**src/rtl/platform_field_pkg.sv**
```systemverilog
// Shared types, constants and helpers for the platform field block.
package platform_pkg;

    typedef struct packed {
        logic [9:0] y;
        logic [9:0] x;
    } platform_t;

    typedef enum logic [1:0] {IDLE, SCROLL, SCAN, PUBLISH} state_t;

    localparam int FLOOR_Y  = 767;   // "no platform" landing surface
    localparam int FEET_OFS = 80;    // doodle top to feet
    localparam int LAND_TOL = 30;    // how far the feet may sink into a platform and still land
    localparam int X_RANGE  = 240;   // horizontal spread of platform left edges
    localparam logic [15:0] LFSR_SEED = 16'hACE1;

    // Power-up layout: evenly stacked slots with a scrambled horizontal pattern
    localparam int RESET_Y0 = 671;
    localparam int RESET_DY = 84;
    localparam int RESET_X0 = 141;
    localparam int RESET_DX = 97;

    // Fibonacci LFSR, taps 16,14,13,11 (right-shifting form, feedback into bit 15)
    function automatic logic [15:0] lfsr_next(input logic [15:0] s);
        return {s[0] ^ s[2] ^ s[3] ^ s[5], s[15:1]};
    endfunction

    function automatic platform_t reset_slot(input int i, input int x_min);
        platform_t p;
        p.y = 10'(RESET_Y0 - RESET_DY * i);
        p.x = 10'(x_min + ((RESET_X0 + RESET_DX * i) % X_RANGE));
        return p;
    endfunction

endpackage

```
**src/rtl/platform_field_lfsr16.sv**
```systemverilog
// 16-bit LFSR that advances by a variable number of steps in one clock.
module lfsr16
    import platform_pkg::*;
#(
    parameter int STEP_W = 4
) (
    input  logic              clk,
    input  logic              rst_n,
    input  logic [STEP_W-1:0] step,
    output logic [15:0]       state
);

    logic [15:0] nxt;

    // Chain up to 2**STEP_W-1 single steps, applying the first 'step' of them
    always_comb begin
        nxt = state;
        for (int k = 0; k < (1 << STEP_W) - 1; k++) begin
            if (STEP_W'(k) < step) begin
                nxt = lfsr_next(nxt);
            end
        end
    end

    // State register, seeded on reset
    always_ff @(posedge clk or negedge rst_n) begin
        if (!rst_n) begin
            state <= LFSR_SEED;
        end else begin
            state <= nxt;
        end
    end

endmodule

```
**src/rtl/platform_field.sv**
```systemverilog
// Platform set owner: scrolls, respawns, scans for the landing surface and draws platforms.
module platform_field
    import platform_pkg::*;
#(
    parameter int          NUM_PLAT    = 8,
    parameter int          PLAT_W      = 100,
    parameter int          PLAT_H      = 16,
    parameter int          X_MIN       = 301,
    parameter int          SCREEN_H    = 768,
    parameter int          SCROLL_LINE = 300,
    parameter int          MAX_SHIFT   = 16,
    parameter logic [11:0] PLAT_RGB    = 12'h3C3,
    parameter int          FPS         = 50,
    parameter int          CLK         = 50000000
) (
    input  logic             clk,
    input  logic             rst_n,
    input  logic [10:0]      doodle_x,
    input  logic [9:0]       doodle_y,
    input  logic [10:0]      beam_x,
    input  logic [9:0]       beam_y,
    output logic [1:0][9:0]  ground,
    output logic [2:0][3:0]  color,
    output logic             is_transparent,
    output logic [15:0]      score,
    output logic             frame_tick
);

    localparam int FRAME_LEN = CLK / FPS;
    localparam int CNT_W     = $clog2(FRAME_LEN);
    localparam int IDX_W     = (NUM_PLAT > 1) ? $clog2(NUM_PLAT) : 1;
    localparam int STEP_W    = $clog2(NUM_PLAT + 2);

    if (FRAME_LEN <= NUM_PLAT + 4) begin : g_frame_check
        $error("frame period too short for scroll, scan and publish");
    end

    platform_t          table_q [NUM_PLAT];
    platform_t          scroll_tab [NUM_PLAT];
    state_t             state;
    logic [IDX_W-1:0]   idx;
    platform_t          best;
    logic               best_vld;
    logic [CNT_W-1:0]   frame_cnt;
    logic [15:0]        lfsr_state;
    logic [STEP_W-1:0]  lfsr_step;
    logic [STEP_W-1:0]  n_resp;
    logic [15:0]        r;
    logic [7:0]         b;
    logic [10:0]        ys;
    logic [10:0]        diff;
    logic [10:0]        shift;
    logic [16:0]        score_sum;
    platform_t          cur;
    logic               cand;
    logic               hit_p0;

    lfsr16 #(.STEP_W(STEP_W)) u_lfsr (
        .clk   (clk),
        .rst_n (rst_n),
        .step  (lfsr_step),
        .state (lfsr_state)
    );

    // Frame counter; frame_tick is a registered pulse on wrap
    always_ff @(posedge clk or negedge rst_n) begin
        if (!rst_n) begin
            frame_cnt  <= '0;
            frame_tick <= 1'b0;
        end else begin
            frame_tick <= (frame_cnt == CNT_W'(FRAME_LEN - 1));
            frame_cnt  <= (frame_cnt == CNT_W'(FRAME_LEN - 1)) ? '0 : frame_cnt + 1'b1;
        end
    end

    // Scroll amount, scrolled/respawned table and LFSR step count for this frame
    always_comb begin
        diff = 11'(SCROLL_LINE) - {1'b0, doodle_y};
        if ({1'b0, doodle_y} < 11'(SCROLL_LINE)) begin
            shift = (diff > 11'(MAX_SHIFT)) ? 11'(MAX_SHIFT) : diff;
        end else begin
            shift = '0;
        end
        score_sum  = {1'b0, score} + {6'd0, shift};
        r          = lfsr_state;
        b          = '0;
        ys         = '0;
        n_resp     = '0;
        scroll_tab = table_q;
        for (int i = 0; i < NUM_PLAT; i++) begin
            ys = {1'b0, table_q[i].y} + shift;
            if (ys >= 11'(SCREEN_H)) begin
                b                = r[7:0];
                scroll_tab[i].y  = {6'd0, r[3:0]};
                scroll_tab[i].x  = 10'(X_MIN) +
                                   {2'b00, (b > 8'(X_RANGE)) ? b - 8'd128 : b};
                r                = lfsr_next(r);
                n_resp           = n_resp + 1'b1;
            end else begin
                scroll_tab[i].y  = ys[9:0];
            end
        end
        lfsr_step = (state == SCROLL) ? n_resp + 1'b1 : '0;
    end

    // Landing candidate test for the slot under scan
    always_comb begin
        cur  = table_q[idx];
        cand = ({1'b0, cur.x} <= doodle_x) &&
               (doodle_x <= {1'b0, cur.x} + 11'(PLAT_W - 1)) &&
               ({1'b0, cur.y} + 11'(LAND_TOL) >= {1'b0, doodle_y} + 11'(FEET_OFS));
    end

    // Frame FSM: scroll the table, scan one slot per cycle, publish the best landing surface
    always_ff @(posedge clk or negedge rst_n) begin
        if (!rst_n) begin
            state     <= IDLE;
            idx       <= '0;
            best      <= '0;
            best_vld  <= 1'b0;
            score     <= '0;
            ground[0] <= 10'(FLOOR_Y);
            ground[1] <= '0;
            for (int i = 0; i < NUM_PLAT; i++) begin
                table_q[i] <= reset_slot(i, X_MIN);
            end
        end else begin
            case (state)
                IDLE: begin
                    if (frame_tick) state <= SCROLL;
                end
                SCROLL: begin
                    table_q  <= scroll_tab;
                    score    <= score_sum[16] ? 16'hFFFF : score_sum[15:0];
                    idx      <= '0;
                    best_vld <= 1'b0;
                    state    <= SCAN;
                end
                SCAN: begin
                    if (cand && (!best_vld || cur.y < best.y)) begin
                        best     <= cur;
                        best_vld <= 1'b1;
                    end
                    if (idx == IDX_W'(NUM_PLAT - 1)) begin
                        state <= PUBLISH;
                    end else begin
                        idx <= idx + 1'b1;
                    end
                end
                PUBLISH: begin
                    if (best_vld) begin
                        ground <= {best.x, best.y};
                    end else begin
                        ground <= {10'd0, 10'(FLOOR_Y)};
                    end
                    state <= IDLE;
                end
                default: state <= IDLE;
            endcase
        end
    end

    // Pixel hit test against every platform
    always_comb begin
        hit_p0 = 1'b0;
        for (int i = 0; i < NUM_PLAT; i++) begin
            if (({1'b0, table_q[i].x} <= beam_x) &&
                (beam_x < {1'b0, table_q[i].x} + 11'(PLAT_W)) &&
                ({1'b0, table_q[i].y} <= {1'b0, beam_y}) &&
                ({1'b0, beam_y} < {1'b0, table_q[i].y} + 11'(PLAT_H))) begin
                hit_p0 = 1'b1;
            end
        end
    end

    // Registered draw output; colour holds its last value on misses
    always_ff @(posedge clk or negedge rst_n) begin
        if (!rst_n) begin
            color          <= '0;
            is_transparent <= 1'b1;
        end else if (hit_p0) begin
            color          <= PLAT_RGB;
            is_transparent <= 1'b0;
        end else begin
            is_transparent <= 1'b1;
        end
    end

endmodule

```
**config.mk**
```make
export PLATFORM = sky130hd
export DESIGN_NAME = platform_field
export DESIGN_NICKNAME = d
export VERILOG_FILES = /design/src/rtl/platform_field_pkg.sv /design/src/rtl/platform_field_lfsr16.sv /design/src/rtl/platform_field.sv
export SDC_FILE = /design/constraint.sdc
export NUM_CORES = 1
export LEC_CHECK = 0
export BUFFER_PORTS_ARGS = -buffer_cell sky130_fd_sc_hd__buf_4
export CAP_MARGIN = 10
export CORE_MARGIN = 4
export CORE_UTILIZATION = 60
export DETAILED_ROUTE_END_ITERATION = 6
export PLACE_DENSITY = 0.85
export SLEW_MARGIN = 25
export SYNTH_ARGS = -nofsm -noshare
export SYNTH_HDL_FRONTEND = slang
export SYNTH_HIERARCHICAL = 1
export SYNTH_SLANG_ARGS = --single-unit
```
**constraint.sdc**
```tcl
create_clock -name clk -period 13.4 [get_ports clk]
set_clock_uncertainty 0.1 [all_clocks]
set_input_delay 2.68 -clock clk [delete_from_list [all_inputs] [get_ports clk]]
set_output_delay 2.68 -clock clk [all_outputs]
set_load 0.02 [all_outputs]
```
==> impl_results.md <==
- Outcome: finished with violations
- Failing checks: DRC
- Synth Area in Compound Gates: 0.2137
- Setup crit start kind: primary input
- R2r setup slk: 4.04 ns
- FF-to-FF Start: table_q[152]
- Clock-pin slew on the worst setup and hold paths: 0.06 ns
- Pre-antenna DRT Iters: 7
- Hold crit path type: register to register
- Final period utilization: 0.9497
- Tmin final: 12.73 ns
- Worst hold stages: 2
- Root buffer cell: clkbuf_16
- CP most frequent cell: ha_1
- Share of post-route cells with drive strength above 1: 0.1299
- Final hold vios: 0
- Worst-path fanout max: 21
- Final Instance Count excl. Fillers: 4637
- ANT nets after route: 0
- Inst Count DP: 4569
- Asr flop ratio synth: 1.000
- Gpl congestion: 1.062
- Number of global-route vias before repair: 29260
- Cell area after synthesis: 32450 um^2
- Final setup viols: 0
- Sw Pwr: 1.507 mW
- Top-area cell type share of the netlist area: 0.1943
- Hold endpoint: best[0]
- RSZ-0062 raised after global routing: false
- Number of synthesized flops with an enable pin: 0
- Post-synthesis mux area share: 0.06574
- Initial Util: 0.6114
- Post-Syn Instances: 3875
- Dominant cell type by area after synthesis: ha_1
- Seq/Total Area, Yosys: 0.2054
- Post-Synth Simple-Gate Area: 0.1880
- Main area contributors after synthesis: ha_1 (19%), dfrtp_1 (12%), dfstp_2 (8.7%), o21ai_0 (4.8%), xnor2_1 (4.8%)
- Worst EP required: 13.73 ns
- Pre-CTS WS: -0.08615 ns
- Core box area: 53080 um^2
- # port buffers: 87
- # rows: 84
- Synth Area in Adders: 0.1953
- Largest net degree at the start of global routing: 130
- GRT Residual Overflow: 0
- Number of top-level pins: 94
- Initial antenna violation count: 2
- Main combinational cell family by area after synthesis: compound AO/OA/AOI/OAI gates
- CTS Buffer Depth: 3
- Worst r2r path cells: 34
- Number of library cell types mapped by synthesis: 124
- Clock buffer count from CTS: 31
- Pwr dens: 100.0 nW/um^2
- CTS tree: built
- Leading register cell type out of synthesis: dfrtp_1
- Routed WL: 105400 um
- Worst slew margin: 0.3381
- WL/cell: 22.73 um
- Final setup margin: 0.6746 ns
- Slew Viols, Final: 0
- Max incr delay on CP: 0.46 ns
- Nets: 4471
- HPWL Detailed: 77040 um
- Worst VDD drop: 0.1158 mV
- HP Start: best[0]
- Pint: 1.998 mW
- Htree depth: 1
- Worst EP arrival: 13.06 ns
- DRC: 3
- Clk_lat worst skew: 0.61 ns
- Max Clk Rate: 78.58 MHz
- Fin Setup TNS: 0 ns
- All-Layer GR Usage: 0.3526
- Routed vias: 30890
- First-pass GRT wire length: 162500 um
- Power share of the sequential group: 0.264
- Pleak: 15.65 nW
- Most common cell after layout, fill and taps aside: ha_1
- Die X: 240.6 um
- DRT iter0 DRCs: 3573
- Yosys warns: 6
- #FFs+latches synth: 261
- FF-to-FF End: u_lfsr/state[14]
- Logic gate share of total power: 0.468
- CP Capture Type: register
- Most frequent cells in the layout: ha_1 (502), nand2_1 (317), o21ai_0 (313)
- Synth-to-layout area growth: 7.982%
- Least-Margin Pin Slew: 0.9869 ns
- Die footprint: 57870 um^2
- Clock Sinks: 261
- MaxCap Viol Count: 0
- Synthesized area per cell: 8.374 um^2
- Via density: 6.662
- Die height: 240.6 um
- Slowest CP cell: nor2_1
- Post-Synth XOR/XNOR Area: 0.08039
- Crit path kind: primary input to register
- Clock power frac: 0.268
- Switch share: 0.4300
## stage by stage
stage / power, mW / utilization / hold slack (ns) / cell area (um^2)
floorplan: 2.049 / - / 0.3474 / 32610
global placement: 2.466 / 0.6366 / 0.3619 / 33790
detailed placement: 2.492 / 0.6366 / 0.3714 / 33790
CTS: 3.447 / 0.6580 / 0.3843 / 34920
global route: 3.670 / 0.6601 / 0.4129 / 35040
finish: 3.505 / 0.6602 / 0.3799 / 35040
## sequential cells by signal (all words and copies together), names as in the netlist, 2 cells and up
| register | flops |
|---|---|
| table_q | 160 |
| best | 20 |
| frame_cnt | 20 |
| ground | 20 |
| score | 16 |
| u_lfsr/state | 16 |
| idx | 3 |
| state | 2 |
## worst max-delay path, delay by kind of cell
kind	cells	cell delay, ns
buffers and inverters	3	0.58
multiplexers	3	0.83
adder cells (fa/ha/maj)	6	1.68
AO/OA/AOI/OAI	16	3.76
AND/OR/NAND/NOR	11	2.67
XOR/XNOR	3	0.83
## layer usage
layer  track usage  share of wire  vias up  routed length (um)
met5             0        0.00012        -                  13
met4        0.2310          0.081        2                8513
met3       0.06868           0.11      553               11310
met2        0.5514           0.43     1863               45810
met1        0.4469           0.38    14320               39760
li1              -              -    14160                   -
## synthesized netlist by cell type (103+ instances only)
library cell,n
nor2_1,257
ha_1,504
nand2b_1,120
dfstp_2,108
a21oi_1,272
nand2_1,317
dfrtp_1,153
xnor2_1,178
o21ai_0,313
inv_1,214
clkbuf_1,103
nand3_1,113
## area by class of cell
type | instances | area, um^2
clock buffers | 39 | 865.8
well taps | 688 | 860.8
multi-input cells | 3258 | 24350
inverters | 219 | 825.8
clock inverters | 19 | 269.0
fillers | 4303 | 18040
diodes | 1 | 2.502
flip-flops and latches | 261 | 6669
repair buffers | 152 | 1194
## power groups by stage
stage / clock network, mW / logic (mW) / registers [mW]
2_1_floorplan: 0 / 1.19 / 0.858
3_3_place_gp: 0 / 1.53 / 0.931
3_5_place_dp: 0 / 1.56 / 0.932
4_1_cts: 0.953 / 1.58 / 0.919
5_1_grt: 0.985 / 1.76 / 0.926
6_report: 0.940 / 1.64 / 0.927
## logic make-up after synthesis
| logic type | after synthesis |
|---|---|
| xor gates and xnor gates | 288 |
| other | 1 |
| buffers and inverters | 399 |
| DFF | 261 |
| adders and majority gates | 507 |
| AOI/OAI and AO/OA | 1069 |
| muxes | 145 |
| and+or+nand+nor | 1205 |
## worst max path at each step
stage               slack [ns]         from               end
floorplan                 0.03  doodle_y[4]   u_lfsr/state[8]
global placement          0.12  doodle_y[0]  u_lfsr/state[11]
detailed placement       -0.09  doodle_y[1]  u_lfsr/state[14]
CTS                       0.52  doodle_y[0]  u_lfsr/state[14]
global route              0.16  doodle_y[0]  u_lfsr/state[14]
finish                    0.67  doodle_y[1]  u_lfsr/state[14]
## timing repair
item | CTS | global route
resized for setup | 0 | 4
buffers inserted | 0 | 7
endpoints found under the setup margin | 0 | 15
hold buffers | 0 | 0
No activity file was read; power rests on OpenSTA's default activity.
